===== config.mk =====
export PLATFORM = sky130hd
export DESIGN_NAME = trap_ctrl
export DESIGN_NICKNAME = d
export VERILOG_FILES = /design/src/rtl/trap_pkg.sv /design/src/rtl/trap_cause_prio.sv /design/src/rtl/trap_ctrl.sv
export SDC_FILE = /design/constraint.sdc
export NUM_CORES = 1
export LEC_CHECK = 0
export CORE_MARGIN = 4
export CORE_UTILIZATION = 37
export CTS_CLUSTER_DIAMETER = 30
export CTS_CLUSTER_SIZE = 28
export DETAILED_ROUTE_END_ITERATION = 10
export GPL_TIMING_DRIVEN = 0
export MAX_ROUTING_LAYER = met4
export PLACE_DENSITY = 0.84
export SYNTH_ARGS = -nofsm -noshare
export SYNTH_HDL_FRONTEND = slang
export SYNTH_SLANG_ARGS = --single-unit

===== constraint.sdc =====
create_clock -name clk -period 2.4 [get_ports clk]
set_clock_uncertainty 0.15 [all_clocks]
set_input_delay 0.24 -clock clk [delete_from_list [all_inputs] [get_ports clk]]
set_output_delay 0.24 -clock clk [all_outputs]
set_load 0.1 [all_outputs]

===== src/rtl/trap_pkg.sv =====
// Shared types and constants for the trap sequencer: FSM states, mcause codes,
// mstatus field positions and the decoded-event record from the priority encoder.
package trap_pkg;

    typedef enum logic [1:0] {
        IDLE     = 2'd0,
        TRAP     = 2'd1,
        RET      = 2'd2,
        REDIRECT = 2'd3
    } state_e;

    localparam int CAUSE_W = 4;

    localparam logic [CAUSE_W-1:0] CAUSE_ILLEGAL    = 4'd2;
    localparam logic [CAUSE_W-1:0] CAUSE_BREAKPOINT = 4'd3;
    localparam logic [CAUSE_W-1:0] CAUSE_ECALL_M    = 4'd11;

    localparam int MSTATUS_MIE    = 3;
    localparam int MSTATUS_MPIE   = 7;
    localparam int MSTATUS_MPP_LO = 11;
    localparam int MSTATUS_MPP_HI = 12;

    typedef struct packed {
        logic               evt;
        logic               is_ret;
        logic [CAUSE_W-1:0] cause;
    } prio_t;

endpackage


===== src/rtl/trap_cause_prio.sv =====
// Priority encoder from retiring-instruction flags to a single trap/return event.
// Exceptions always win over mret; illegal > ebreak > ecall.
module trap_cause_prio
    import trap_pkg::*;
(
    input  logic  inst_valid_i,
    input  logic  is_ecall_i,
    input  logic  is_ebreak_i,
    input  logic  is_illegal_i,
    input  logic  is_mret_i,
    output prio_t prio_o
);

    always_comb begin
        prio_o = '0;
        if (inst_valid_i) begin
            if (is_illegal_i) begin
                prio_o.evt   = 1'b1;
                prio_o.cause = CAUSE_ILLEGAL;
            end else if (is_ebreak_i) begin
                prio_o.evt   = 1'b1;
                prio_o.cause = CAUSE_BREAKPOINT;
            end else if (is_ecall_i) begin
                prio_o.evt   = 1'b1;
                prio_o.cause = CAUSE_ECALL_M;
            end else if (is_mret_i) begin
                prio_o.evt    = 1'b1;
                prio_o.is_ret = 1'b1;
            end
        end
    end

endmodule


===== src/rtl/trap_ctrl.sv =====
// Trap sequencer: turns retiring exceptions/mret into a CSR trap-entry or mstatus
// restore, then hands the new PC to fetch over a valid/ready redirect.
module trap_ctrl
    import trap_pkg::*;
#(
    parameter int DATA_WIDTH = 32
) (
    input  logic                  clk,
    input  logic                  rst,
    input  logic                  inst_valid,
    input  logic                  is_ecall,
    input  logic                  is_ebreak,
    input  logic                  is_illegal,
    input  logic                  is_mret,
    input  logic [DATA_WIDTH-1:0] pc,
    input  logic [DATA_WIDTH-1:0] mtvec,
    input  logic [DATA_WIDTH-1:0] mepc,
    input  logic [DATA_WIDTH-1:0] mstatus,
    output logic                  intr,
    output logic [DATA_WIDTH-1:0] intr_NO,
    output logic [DATA_WIDTH-1:0] intr_epc,
    output logic                  mret_wen,
    output logic [DATA_WIDTH-1:0] mstatus_new,
    output logic                  csr_wen_kill,
    output logic                  stall,
    output logic                  redirect_valid,
    output logic [DATA_WIDTH-1:0] redirect_pc,
    input  logic                  redirect_ready
);

    state_e                state_q, state_d;
    logic [DATA_WIDTH-1:0] epc_q, epc_d;
    logic [CAUSE_W-1:0]    cause_q, cause_d;
    logic [DATA_WIDTH-1:0] tgt_q, tgt_d;
    logic [DATA_WIDTH-1:0] mstatus_ret;
    prio_t                 prio;

    // Targets are word aligned; mode bits of mtvec and low bits of mepc are dropped.
    logic unused_low_bits;
    assign unused_low_bits = ^{mtvec[1:0], mepc[1:0]};

    trap_cause_prio u_prio (
        .inst_valid_i (inst_valid),
        .is_ecall_i   (is_ecall),
        .is_ebreak_i  (is_ebreak),
        .is_illegal_i (is_illegal),
        .is_mret_i    (is_mret),
        .prio_o       (prio)
    );

    always_comb begin
        mstatus_ret                                = mstatus;
        mstatus_ret[MSTATUS_MIE]                   = mstatus[MSTATUS_MPIE];
        mstatus_ret[MSTATUS_MPIE]                  = 1'b1;
        mstatus_ret[MSTATUS_MPP_HI:MSTATUS_MPP_LO] = 2'b11;
    end

    always_ff @(posedge clk) begin
        if (rst) begin
            state_q <= IDLE;
            epc_q   <= '0;
            cause_q <= '0;
            tgt_q   <= '0;
        end else begin
            state_q <= state_d;
            epc_q   <= epc_d;
            cause_q <= cause_d;
            tgt_q   <= tgt_d;
        end
    end

    always_comb begin
        state_d        = state_q;
        epc_d          = epc_q;
        cause_d        = cause_q;
        tgt_d          = tgt_q;
        intr           = 1'b0;
        intr_NO        = '0;
        intr_epc       = '0;
        mret_wen       = 1'b0;
        mstatus_new    = '0;
        csr_wen_kill   = 1'b0;
        stall          = 1'b0;
        redirect_valid = 1'b0;
        redirect_pc    = '0;

        unique case (state_q)
            IDLE: begin
                if (prio.evt) begin
                    // The CSR file favours a normal write over intr, so the
                    // faulting instruction's own CSR write must be squashed here.
                    stall        = 1'b1;
                    csr_wen_kill = 1'b1;
                    epc_d        = pc;
                    cause_d      = prio.cause;
                    state_d      = prio.is_ret ? RET : TRAP;
                end
            end
            TRAP: begin
                stall    = 1'b1;
                intr     = 1'b1;
                intr_NO  = DATA_WIDTH'(cause_q);
                intr_epc = epc_q;
                tgt_d    = {mtvec[DATA_WIDTH-1:2], 2'b00};
                state_d  = REDIRECT;
            end
            RET: begin
                stall       = 1'b1;
                mret_wen    = 1'b1;
                mstatus_new = mstatus_ret;
                tgt_d       = {mepc[DATA_WIDTH-1:2], 2'b00};
                state_d     = REDIRECT;
            end
            REDIRECT: begin
                stall          = 1'b1;
                redirect_valid = 1'b1;
                redirect_pc    = tgt_q;
                if (redirect_ready) begin
                    state_d = IDLE;
                end
            end
            default: state_d = IDLE;
        endcase
    end

endmodule


==> flow_metrics.env, run 1 <==
export IMPL_area_delta_synth_final_pct=62.2
export IMPL_leakage_uw=0.00280
export IMPL_cts_made_buffers=9
export IMPL_postCtsHoldBufs=0
export IMPL_slowest_delay_ns=0.85
export IMPL_fin_cells=874
export IMPL_seq_area_frac_synth=0.324
export IMPL_p_per_area_nw_per_um2=1010
export IMPL_synth_edf_count=0
export IMPL_die_w_um=114
export IMPL_grt_pass1_vias=4313
export IMPL_synthTopCellsByArea="dfxtp_1 (32%), and2_1 (14%), mux2i_1 (7.5%)"
export IMPL_cp_top_family="buffers and inverters"
export IMPL_synth_top_area_frac=0.324
export IMPL_viasPerCell=4.67
export IMPL_drtIter0Drc=173
export IMPL_die_area_sq_um=12900
export IMPL_ios=269
export IMPL_clkSinkCount=67
export IMPL_crit_path_end_kind="primary output"
export IMPL_ys_flop_type="dfxtp_1"
export IMPL_grt_usage=0.207
export IMPL_fmax_mhz=436
export IMPL_status="complete, no violations"
export IMPL_critPathMaxFanout=9
export IMPL_whs_ns=0.307
export IMPL_drtPass1Iterations=4
export IMPL_synth_top_cell_by_area="dfxtp_1"
export IMPL_nets=869
export IMPL_start_kind="register"
export IMPL_ctsHtreeMaxLevel=3
export IMPL_drtAntennaViolNets=0
export IMPL_setup_viol=0
export IMPL_placed_area_sq_um=6770
export IMPL_dieHeight_um=114
export IMPL_dpl_cell_count=859
export IMPL_postLayoutCellArea_sq_um=6710
export IMPL_wire_per_inst_um=15.4
export IMPL_fp_coreArea_sq_um=10900
export IMPL_ir_drop_uv=833
export IMPL_diodes=0
export IMPL_yosys_cell_count_top_type="and2_1"
export IMPL_cp_slowest_cell="clkdlybuf4s15_1"
export IMPL_tightest_slew_ns=1.02
export IMPL_ys_types=32
export IMPL_fin_crit_ns=2.29
export IMPL_hp_class="in2reg"
export IMPL_antenna_found_initial=0
export IMPL_path_cells="inv_1, ha_2, clkdlybuf4s15_1"
export IMPL_overflow=0
export IMPL_relSlewSlack=0.325
export IMPL_design_power_total_uw=6790
export IMPL_cts_buffer_depth=2
export IMPL_critical_path_class="reg2out"
export IMPL_min_period_over_period=0.956
export IMPL_grt_max_degree=20
export IMPL_path_clk_slew_ns=0.08
export IMPL_wl_mm=13.4
export IMPL_portBuffers=230
export IMPL_rsz0062_at_grt="false"
export IMPL_ys_warn_count=0
export IMPL_avgSynthCellArea_sq_um=9.01
export IMPL_cts_tree="done"
export IMPL_syn_area_sq_um=4140
export IMPL_synthCells=459
export IMPL_slew_violations=0
export IMPL_yosys_top_cells_count="and2_1 (95), dfxtp_1 (67), nor2_1 (35)"
export IMPL_via_count=4082
export IMPL_worst_ep_required_time_ns=2.01
export IMPL_crit_buf_inv=2
export IMPL_dp_hpwl_mm=11.1
export IMPL_gp_congestion=0.804
export IMPL_root_buffer="clkbuf_8"
export IMPL_hold_violations=0
export IMPL_postCtsSetupBuffers=0
export IMPL_yosys_register_bits=67
export IMPL_grt_pass1_wl_mm=20.9
export IMPL_rows=38
export IMPL_initial_core_util=0.380
export IMPL_async_reset_ff_frac=0
export IMPL_drv_cap=0
export IMPL_remaining_drc_errors=0
export IMPL_critPathArrivalTime_ns=1.90
export IMPL_worstSkewPairLatency_ns=0.33
export IMPL_layout_drive_gt1_share=0.390
-- worst reg2reg max path, delay by kind of cell (launching register included) --
kind,cells,cell delay (ns)
AOI/OAI and AO/OA,1,0.23
DFF,1,0.39
adders and majority gates,1,0.28
and+or+nand+nor,1,0.11
buffers and inverters,3,0.80
-- per-stage QoR --
stage / TNS, ns / utilization / setup WS, ns
6_report: 0 / 0.616 / 0.106
4_1_cts: 0 / 0.609 / 0.00292
3_3_place_gp: -33.90 / 0.622 / -0.806
2_1_floorplan: -1.17 / - / -0.117
3_5_place_dp: -36.75 / 0.622 / -0.867
5_1_grt: 0 / 0.616 / 0.00144
-- state kept, by name (all words and copies together) (netlist names) --
| name | flops |
|---|---|
| cause_q | 3 |
| epc_q | 32 |
| state_q | 2 |
| tgt_q | 30 |
-- per-layer routing --
metal / track usage / part of all wire
met1: 0.215 / 0.37
met3: 0.0350 / 0.064
met2: 0.378 / 0.54
met4: 0.0962 / 0.031
met5: - / 0
-- cells in the final DEF (no fill, tap or decap), drive strengths merged --
master	instances
clkdlybuf4s50	128
buf	107
and2	95
clkbuf	70
dfxtp	67
nor2	35
nand3	35
a21oi	35
o21ai	34
mux2i	31
conb	31
a211oi	30
clkdlybuf4s15	7
clkinvlp	4
ha	4
inv	3
nand2b	2
dlygate4sd2	2
nand2	2
nor4	1
o41ai	1
or4	1
nor3	1
a2bb2oi	1
or3	1
a311o	1
a21boi	1
a32oi	1
a221oi	1
clkinv	1
bufinv	1
-- cells by family after synthesis --
group,after synthesis,share of synthesized area
compound gates,105,0.196
fa+ha+maj,4,0.0121
buf+inv,78,0.123
flops,67,0.324
mux,31,0.0750
other cells,1,0.000906
simple gates,173,0.269
-- cell type report --
type	instances	area, sq um
fill	977	4180
inverter	3	11.3
tap	140	175
buffer	74	509
multi-input combinational	344	2450
timing repair buffer	230	2020
clock inverter	6	65.1
clock buffer	10	138
sequential	67	1340
-- where the power goes --
part           switching, uW  internal, uW
Sequential               144          1410
Clock                    457           506
Combinational           3060          1210
Total                   3660          3120
-- what timing repair did --
| item | 4_1_cts | 5_1_grt |
|---|---|---|
| setup endpoints to repair | 102 | 46 |
| resized for setup | 518 | 46 |
| gates cloned | 0 | 0 |
-- worst paths after layout --
path,startpoint,endpoint,slack (ns),cells after the start
setup reg to reg,state_q[0]$_SDFFE_PP0P_,tgt_q[28]$_SDFFE_PP0P_,0.35,6
hold / removal,pc[8],epc_q[8]$_SDFFE_PP0P_,0.31,3
setup / recovery,state_q[1]$_SDFFE_PP0P_,intr,0.11,3
hold reg to reg,epc_q[12]$_SDFFE_PP0P_,epc_q[12]$_SDFFE_PP0P_,0.32,2
Note: power is estimated with default switching activity, not from simulation.
==> inputs of run 2 (changes only) <==
--- a/config.mk
+++ b/config.mk
@@ -5,8 +5,9 @@
 export SDC_FILE = /design/constraint.sdc
 export NUM_CORES = 1
 export LEC_CHECK = 0
-export CORE_MARGIN = 4
+export CAP_MARGIN = 10
 export CORE_UTILIZATION = 37
+export CTS_BUF_LIST = sky130_fd_sc_hd__clkbuf_16
 export CTS_CLUSTER_DIAMETER = 30
 export CTS_CLUSTER_SIZE = 28
 export DETAILED_ROUTE_END_ITERATION = 10
==> run 2 against run 1 <==
Via count rose by 2.0%; sequential cell count did not move; sequential share of layout area fell by 0.32 points; worst hold slack improved by 0.0048 ns; critical path depth rose by 1; worst setup slack got worse by 0.050 ns; die area fell by 10%; combinational power barely moved; cell count did not move; critical endpoint is now redirect_pc[19].
==> flow_metrics.env, run 2 (same netlist as run 1, synthesis figures left out) <==
export IMPL_hold_path_end="epc_q[19]$_SDFFE_PP0P_"
export IMPL_grt_pass1_vias=4222
export IMPL_slowest_delay_ns=0.43
export IMPL_worstHoldPathCells=2
export IMPL_worst_ep_required_time_ns=2.01
export IMPL_portBuffers=230
export IMPL_layout_drive_gt1_share=0.386
export IMPL_grt_pass1_wl_mm=20.1
export IMPL_dp_hpwl_mm=10.2
export IMPL_drv_cap=0
export IMPL_ctsHtreeMaxLevel=3
export IMPL_diodes=0
export IMPL_ir_drop_uv=689
export IMPL_worstSkewPairLatency_ns=0.32
export IMPL_largest_register_ff_count=32
export IMPL_reg_top3="epc_q: 32 flops, tgt_q: 30 flops, cause_q: 3 flops"
export IMPL_overflow=0
export IMPL_drtAntennaViolNets=0
export IMPL_cts_tree="done"
export IMPL_remaining_drc_errors=0
export IMPL_via_count=4163
export IMPL_rows=38
export IMPL_status="complete, no violations"
export IMPL_switching_power_uw=3730
export IMPL_root_buffer="clkbuf_16"
export IMPL_p_sw_frac=0.521
export IMPL_min_from="epc_q[19]$_SDFFE_PP0P_"
export IMPL_final_cell_mix="clkdlybuf4s50_1 (128), buf_4 (70), dfxtp_1 (67)"
export IMPL_cts_made_buffers=9
export IMPL_cp_slowest_cell="buf_2"
export IMPL_path_cells="ha_2, clkbuf_1, and2_1, buf_2"
export IMPL_preCtsSetupSlack_ns=-0.901
export IMPL_reg2reg_from="state_q[1]$_SDFFE_PP0P_"
export IMPL_placed_area_sq_um=6770
export IMPL_min_period_over_period=0.977
export IMPL_gp_congestion=0.771
export IMPL_grt_max_degree=20
export IMPL_dieHeight_um=108
export IMPL_p_int_uw=3430
export IMPL_fmax_mhz=427
export IMPL_viasPerCell=4.76
export IMPL_critical_path_class="reg2out"
export IMPL_fin_crit_ns=2.34
export IMPL_regMostFlops="epc_q"
export IMPL_nets=869
export IMPL_clkPwrFrac=0.182
export IMPL_p_per_area_nw_per_um2=1050
export IMPL_critPathArrivalTime_ns=1.95
export IMPL_reg2reg_slack_ns=0.29
export IMPL_area_delta_synth_final_pct=64.8
export IMPL_pwr_share_seq=0.217
export IMPL_die_area_sq_um=11600
export IMPL_wire_per_inst_um=14.6
export IMPL_layout_commonest_cell="clkdlybuf4s50_1"
export IMPL_whs_ns=0.312
export IMPL_clkSinkCount=67
export IMPL_postCtsSetupBuffers=0
export IMPL_crit_path_end_kind="primary output"
export IMPL_slew_violations=0
export IMPL_path_clk_slew_ns=0.06
export IMPL_cts_buffer_depth=2
export IMPL_rsz0062_at_grt="false"
export IMPL_ff2ff_path_depth=6
export IMPL_wl_mm=12.8
export IMPL_antenna_found_initial=0
export IMPL_setup_viol=0
export IMPL_postLayoutCellArea_sq_um=6820
export IMPL_initial_core_util=0.380
export IMPL_critPathMaxFanout=10
export IMPL_r2r_end="tgt_q[5]$_SDFFE_PP0P_"
export IMPL_start_kind="register"
export IMPL_fillers=974
export IMPL_hold_violations=0
export IMPL_fin_ws_ns=0.0559
export IMPL_fp_coreArea_sq_um=10900
export IMPL_relSlewSlack=0.361
export IMPL_ios=269
export IMPL_die_w_um=108
export IMPL_leakage_uw=0.00285
export IMPL_drtIter0Drc=138
export IMPL_hp_class="reg2reg"
export IMPL_grt_usage=0.226
export IMPL_p_comb_frac=0.601
export IMPL_startpoint="state_q[1]$_SDFFE_PP0P_"
export IMPL_tightest_slew_ns=0.962
export IMPL_drtPass1Iterations=4
run 2: changes by cell type in the layout (fill, tap and decap cells not counted), moves of 3 or more:
| cell | before | now |
|---|---|---|
| clkbuf_2 | 9 | 6 |
| clkbuf_4 | 35 | 32 |
| clkbuf_16 | 0 | 9 |
| clkbuf_8 | 10 | 0 |
run 2: worst max-delay path: cells and delay by family (launching register included):
kind / cells / cell delay, ns
flops: 1 / 0.39
simple gates: 1 / 0.20
fa+ha+maj: 1 / 0.28
buf+inv: 2 / 0.75
run 2: timing repair:
action | in CTS | in global routing
hold buffers | 0 | 0
endpoints found under the setup margin | 102 | 43
resized for setup | 520 | 42
pin swaps | 0 | 0
run 2: cell type report:
class,instances,area [sq um],share of cell area
clock inverters,7,68.8,0.0101
inverters,3,11.3,0.00165
well taps,140,175,0.0257
flip-flops and latches,67,1340,0.197
repair buffers,230,2040,0.299
multi-input cells,344,2450,0.359
clock buffers,9,225,0.0330
plain buffers,74,508,0.0745
run 2: metal layers:
layer  wire length, um  global-route usage
met1              5030               0.243
met2              6770               0.415
met3               674              0.0357
met4               304              0.0890
met5                 0                   -
run 2: stage by stage:
stage | total power (uW) | util | TNS (ns) | std cells
after floorplan | 4910 | - | -1.17 | 489
after global placement | 5850 | 0.622 | -33.88 | 859
after detailed placement | 5960 | 0.622 | -37.98 | 859
after CTS | 7170 | 0.618 | 0 | 874
after global routing | 7520 | 0.626 | 0 | 874
final | 7160 | 0.626 | 0 | 874
run 2: how the worst max path moves through the flow:
stage	to	slack, ns	cells past startpoint
finish	redirect_pc[19]	0.06	4
global route	mstatus_new[12]	0.001	4
CTS	intr_epc[21]	0.003	5
detailed placement	mstatus_new[22]	-0.90	7
global placement	mstatus_new[22]	-0.82	7
floorplan	mstatus_new[21]	-0.12	6
run 2: power by group through the flow:
stage / clock (uW) / combinational [uW] / sequential [uW]
2_1_floorplan: 0 / 3380 / 1530
3_3_place_gp: 0 / 4300 / 1560
3_5_place_dp: 0 / 4380 / 1570
4_1_cts: 1330 / 4290 / 1550
5_1_grt: 1370 / 4560 / 1590
6_report: 1300 / 4300 / 1560
==> patch 1, RTL diff (settings of run 2) <==
The parameter `DATA_WIDTH` goes from 32 to 40.
--- a/src/rtl/trap_ctrl.sv
+++ b/src/rtl/trap_ctrl.sv
@@ -5,3 +5,3 @@
 #(
-    parameter int DATA_WIDTH = 32
+    parameter int DATA_WIDTH = 40
 ) (
Interface: changed (8 resized); port bits go from 269 to 333. No check against the original RTL was run, so the function may have changed too.
==> patch 1 against run 2 <==
  * Count of clock-buffer cells in the layout is the same
  * First-iteration DRC count is 94% higher
  * Clock power rose by 7%
  * Via count rose by 19%
  * Wire length grew 21%
  * Total power up 18%
  * Sequential cell count rose by 16
  * Setup slack got worse by 2.4 ps
  * Critical path type unchanged
  * Design area up 19%
  * Synthesized area is 13% higher
  * Cell count grew 23%
  * Critical path depth decreased by 1
==> patch 1: results (changes against run 2) <==
Cells and area
  – Diode count: 0 (unchanged)
  – Non-Clock Buffer Count: 380 (+25%)
  – Multi-input gates: 424 (+23%)
  – Non-clk buf share: 0.405 (+0.0315)
  – Area taken by multi-input logic gates: 0.00266 sq mm (+8.6%)
  – Clock network area share: 0.0370 (-0.00611)
  – Storage cell area: 0.00166 sq mm (+24%)
  – Share of cells above drive strength 1: 0.307 (-0.0787)
  – Final Cell Area: 0.00815 sq mm (+19%)

Power and ir drop
  – Combinational Power Share: 0.611 (+0.010)
  – Leakage power: 0.00348 uW (+22%)
  – Largest vdd supply drop: 0.559 mV (-19%)
  – Net Sw Power: 4390 uW (+18%)
  – Combinational Power: 5170 uW (+20%)

Synth
  – Commonest cells in the synthesized netlist: 119 x and2_1, 83 x dfxtp_1, 44 x buf_4
  – Post-synthesis adder-cell area fraction: 0.0107 (-0.00137)
  – Mapped Cells: 566 (+23%)
  – Sequential element share of the synthesized area: 0.356 (+0.0318)
  – Post-synth cell types: 31 (-3.1%)
  – Compound-cell area share of the yosys netlist: 0.163 (-0.0325)

GRT
  – First-pass GRT wire length: 23,400 um (+17%)
  – Tot GR Track Use: 0.236 (+0.00945)
  – Met3 usage: 0.0540 (+0.0183)
  – Vias in the first global route: 4,599 (+8.9%)

Clock tree
  – Setup Fix Bufs, Post-CTS: 1 (+1)
  – Post-CTS resize count: 669 (+29%)
  – Sink Count: 83 (+24%)

Setup path
  – Max FO, Critical Path: 8 (-2)
  – Reg2reg setup slack: 220 ps (-70 ps)
  – Crit path max-delay cell type: clkdlybuf4s15_1
  – Largest stage delay on the critical path: 860 ps (+430 ps)
  – Worst path arrival time: 1960 ps

STA
  – Tmin final: 2350 ps (+2.40 ps)
  – Relative slew margins: 0.340 (-0.0212)
  – Final hold slack: 320 ps (+8.21 ps)

Route
  – 1st-iter DRT viols: 268 (+94%)
  – DR WL met2: 7820 um (+15%)
  – M1 wire length: 6370 um (+27%)
  – WL/cell: 14.4 um (-1.7%)
  – DRT Wirelength: 15,400 um (+21%)
  – Vias per cell: 4.61 (-3.2%)
  – Met3 WL: 1170 um (+73%)

Outcome
  – Status: complete, no violations

Placement
  – Post-DP Area: 0.00796 sq mm (+18%)
  – Pre-CTS setup slack: -740 ps (+161 ps)
  – Post-placement cell count: 1,058 (+23%)

Floorplanning
  – Placement Rows: 40 (+5.3%)
==> patch 1: cell types whose count changed in the layout (fill, tap and decap cells not counted), moves of 27 or more <==
cell,run 2,this run
buf_6,8,53
a21oi_1,5,43
o21ai_0,0,35
clkdlybuf4s50_1,128,160
nand3_1,5,36
a21oi_2,30,0
and2_2,29,56
==> patch 1: worst paths after layout <==
check | startpoint | end
setup / recovery | state_q[1]$_SDFFE_PP0P_ | intr
hold / removal | epc_q[28]$_SDFFE_PP0P_ | epc_q[28]$_SDFFE_PP0P_
setup reg to reg | state_q[0]$_SDFFE_PP0P_ | tgt_q[37]$_SDFFE_PP0P_
hold reg to reg | epc_q[28]$_SDFFE_PP0P_ | epc_q[28]$_SDFFE_PP0P_
==> patch 1: worst min-delay path: stages, from the launching register on <==
cell,delay [ps]
dfxtp_1,300
o21ai_0,60
a21oi_1,60
==> patch 2, RTL diff (config.mk and constraints of run 2) <==
Made on the original files. Re-encode `state_e` (4 states) as one-hot, 4 bits wide.
--- a/src/rtl/trap_pkg.sv
+++ b/src/rtl/trap_pkg.sv
@@ -4,7 +4,7 @@
 
-    typedef enum logic [1:0] {
-        IDLE     = 2'd0,
-        TRAP     = 2'd1,
-        RET      = 2'd2,
-        REDIRECT = 2'd3
+    typedef enum logic [3:0] {
+        IDLE     = 4'b0001,
+        TRAP     = 4'b0010,
+        RET      = 4'b0100,
+        REDIRECT = 4'b1000
     } state_e;
Check against the original RTL: no difference found for any inputs over 10 cycles, from zero or initial values and one cycle with rst high; not proved beyond that.
==> patch 2 against run 2 <==
  * Wire length increased by 10%
  * Sequential cell count is 2 higher
  * Setup slack gained 17 ps
  * Design area is 0.42% lower
  * Non-clock buffer count grew 5
  * Synthesized area down 8.8%
Power is not compared: it rests on default switching activity, and its combinational part moved more than twofold at a synthesized area within 25%.
==> patch 2: results (changes against run 2) <==
Outcome
  – Status: complete, no violations

GRT
  – Vias in the first global route: 4,121 (-2.4%)
  – First-pass GRT wire length: 20,400 um (+1.9%)
  – Largest net degree at the start of global routing: 14 (-30%)
  – Initial antenna violation count: 1 (+1)
  – Tot GR Track Use: 0.261 (+0.0341)

Hold path
  – Hold Crit Class: input port to flip-flop
  – Worst Hold Launch: rst

Synth
  – Largest cells by area after synthesis: dfxtp_1 37%, and2_1 16%, a21oi_1 8.5%, mux2i_1 8.0%, o21ai_0 7.3%
  – Sequential element share of the synthesized area: 0.366 (+0.0419)
  – Post-synthesis adder-cell area fraction: 0 (-0.0121)
  – Post-synth cell types: 30 (-6.3%)
  – Xor-xnor portion of the synthesized cell area: 0.00232 (+0.00232)
  – Synth top area share: 0.366 (+0.0419)
  – Commonest cells in the synthesized netlist: 95 x and2_1, 69 x dfxtp_1, 64 x a21oi_1

Clock tree
  – Setup Fix Bufs, Post-CTS: 3 (+3)
  – Post-CTS resize count: 639 (+23%)

Setup path
  – R2r startpoint: state_q[2]$_SDFFE_PP0P_
  – Largest stage delay on the critical path: 580 ps (+150 ps)
  – Critical path origin: state_q[3]$_SDFFE_PP0P_
  – FF-to-FF End: epc_q[31]$_SDFFE_PP0P_
  – Reg2reg setup slack: 330 ps (+40 ps)
  – Kind of cell adding the most delay to the critical path: simple AND/OR/NAND/NOR gates
  – Crit path max-delay cell type: or4b_4
  – Crit path to: mstatus_new[16]

STA
  – Max Freq: 0.430 GHz (+0.72%)
  – Relative slew margins: 0.489 (+0.127)

Placement
  – Dpl hpwl: 10,900 um (+7.4%)
  – Port Buffer Count: 229 (-0.43%)
  – Pre-CTS setup slack: -902 ps (-0.590 ps)
  – GPL Wtd Cong: 0.808 (+4.9%)

Route
  – DRT Wirelength: 14,100 um (+10%)
  – 1st-iter DRT viols: 176 (+28%)

Cells and area
  – Share of cells above drive strength 1: 0.316 (-0.0698)
  – Largest regs: epc_q (32), tgt_q (30), state_q (4)
  – Final #Nets: 872 (+0.35%)
[patch 2: changes by cell type after synthesis, moves of 5 or more]
cell	run 2	this run
a21oi_1	5	64
o21ai_0	0	55
a211oi_1	30	0
a21oi_2	30	0
nand3_2	30	0
nand3_1	5	34
nor2_1	35	6
o21ai_2	20	0
clkbuf_1	23	28
[patch 2: final cells by class]
| type | instances | area [sq um] |
|---|---|---|
| inverter | 3 | 13.8 |
| tap | 133 | 166 |
| sequential | 69 | 1390 |
| clock inverter | 7 | 90.1 |
| multi-input combinational | 344 | 2150 |
| clock buffer | 9 | 225 |
| timing repair buffer | 235 | 2280 |
| buffer | 74 | 475 |
| antenna | 1 | 2.50 |
| fill | 818 | 3030 |
[patch 2: logic make-up after synthesis]
| family | count (synthesis) |
|---|---|
| other cells | 1 |
| buf+inv | 79 |
| compound gates | 135 |
| flops | 69 |
| mux | 30 |
| simple gates | 147 |
| xor+xnor | 1 |
[patch 2: worst min path at each step]
stage                              endpoint  slack, ps
finish                epc_q[5]$_SDFFE_PP0P_        200
global route          epc_q[5]$_SDFFE_PP0P_        240
floorplan           state_q[2]$_SDFFE_PP0P_        200
detailed placement  cause_q[0]$_SDFFE_PP0P_        310
CTS                   epc_q[7]$_SDFFE_PP0P_        190
global placement    cause_q[0]$_SDFFE_PP0P_        300
[patch 2: metrics by stage]
stage                     power, uW  instances  area (sq um)   util
after floorplan                1740        492          3970      -
after global placement         2010        854          6430  0.655
after detailed placement       2020        854          6430  0.655
after CTS                      3430        871          6660  0.678
after global routing           3550        875          6790  0.691
final                          3410        875          6790  0.691
[patch 2: layer usage]
layer / global-route usage / share of wire / vias up
met5: - / 0 / -
met4: 0.115 / 0.035 / 0
li1: - / - / 2064
met1: 0.247 / 0.35 / 1965
met3: 0.0610 / 0.074 / 36
met2: 0.497 / 0.54 / 188
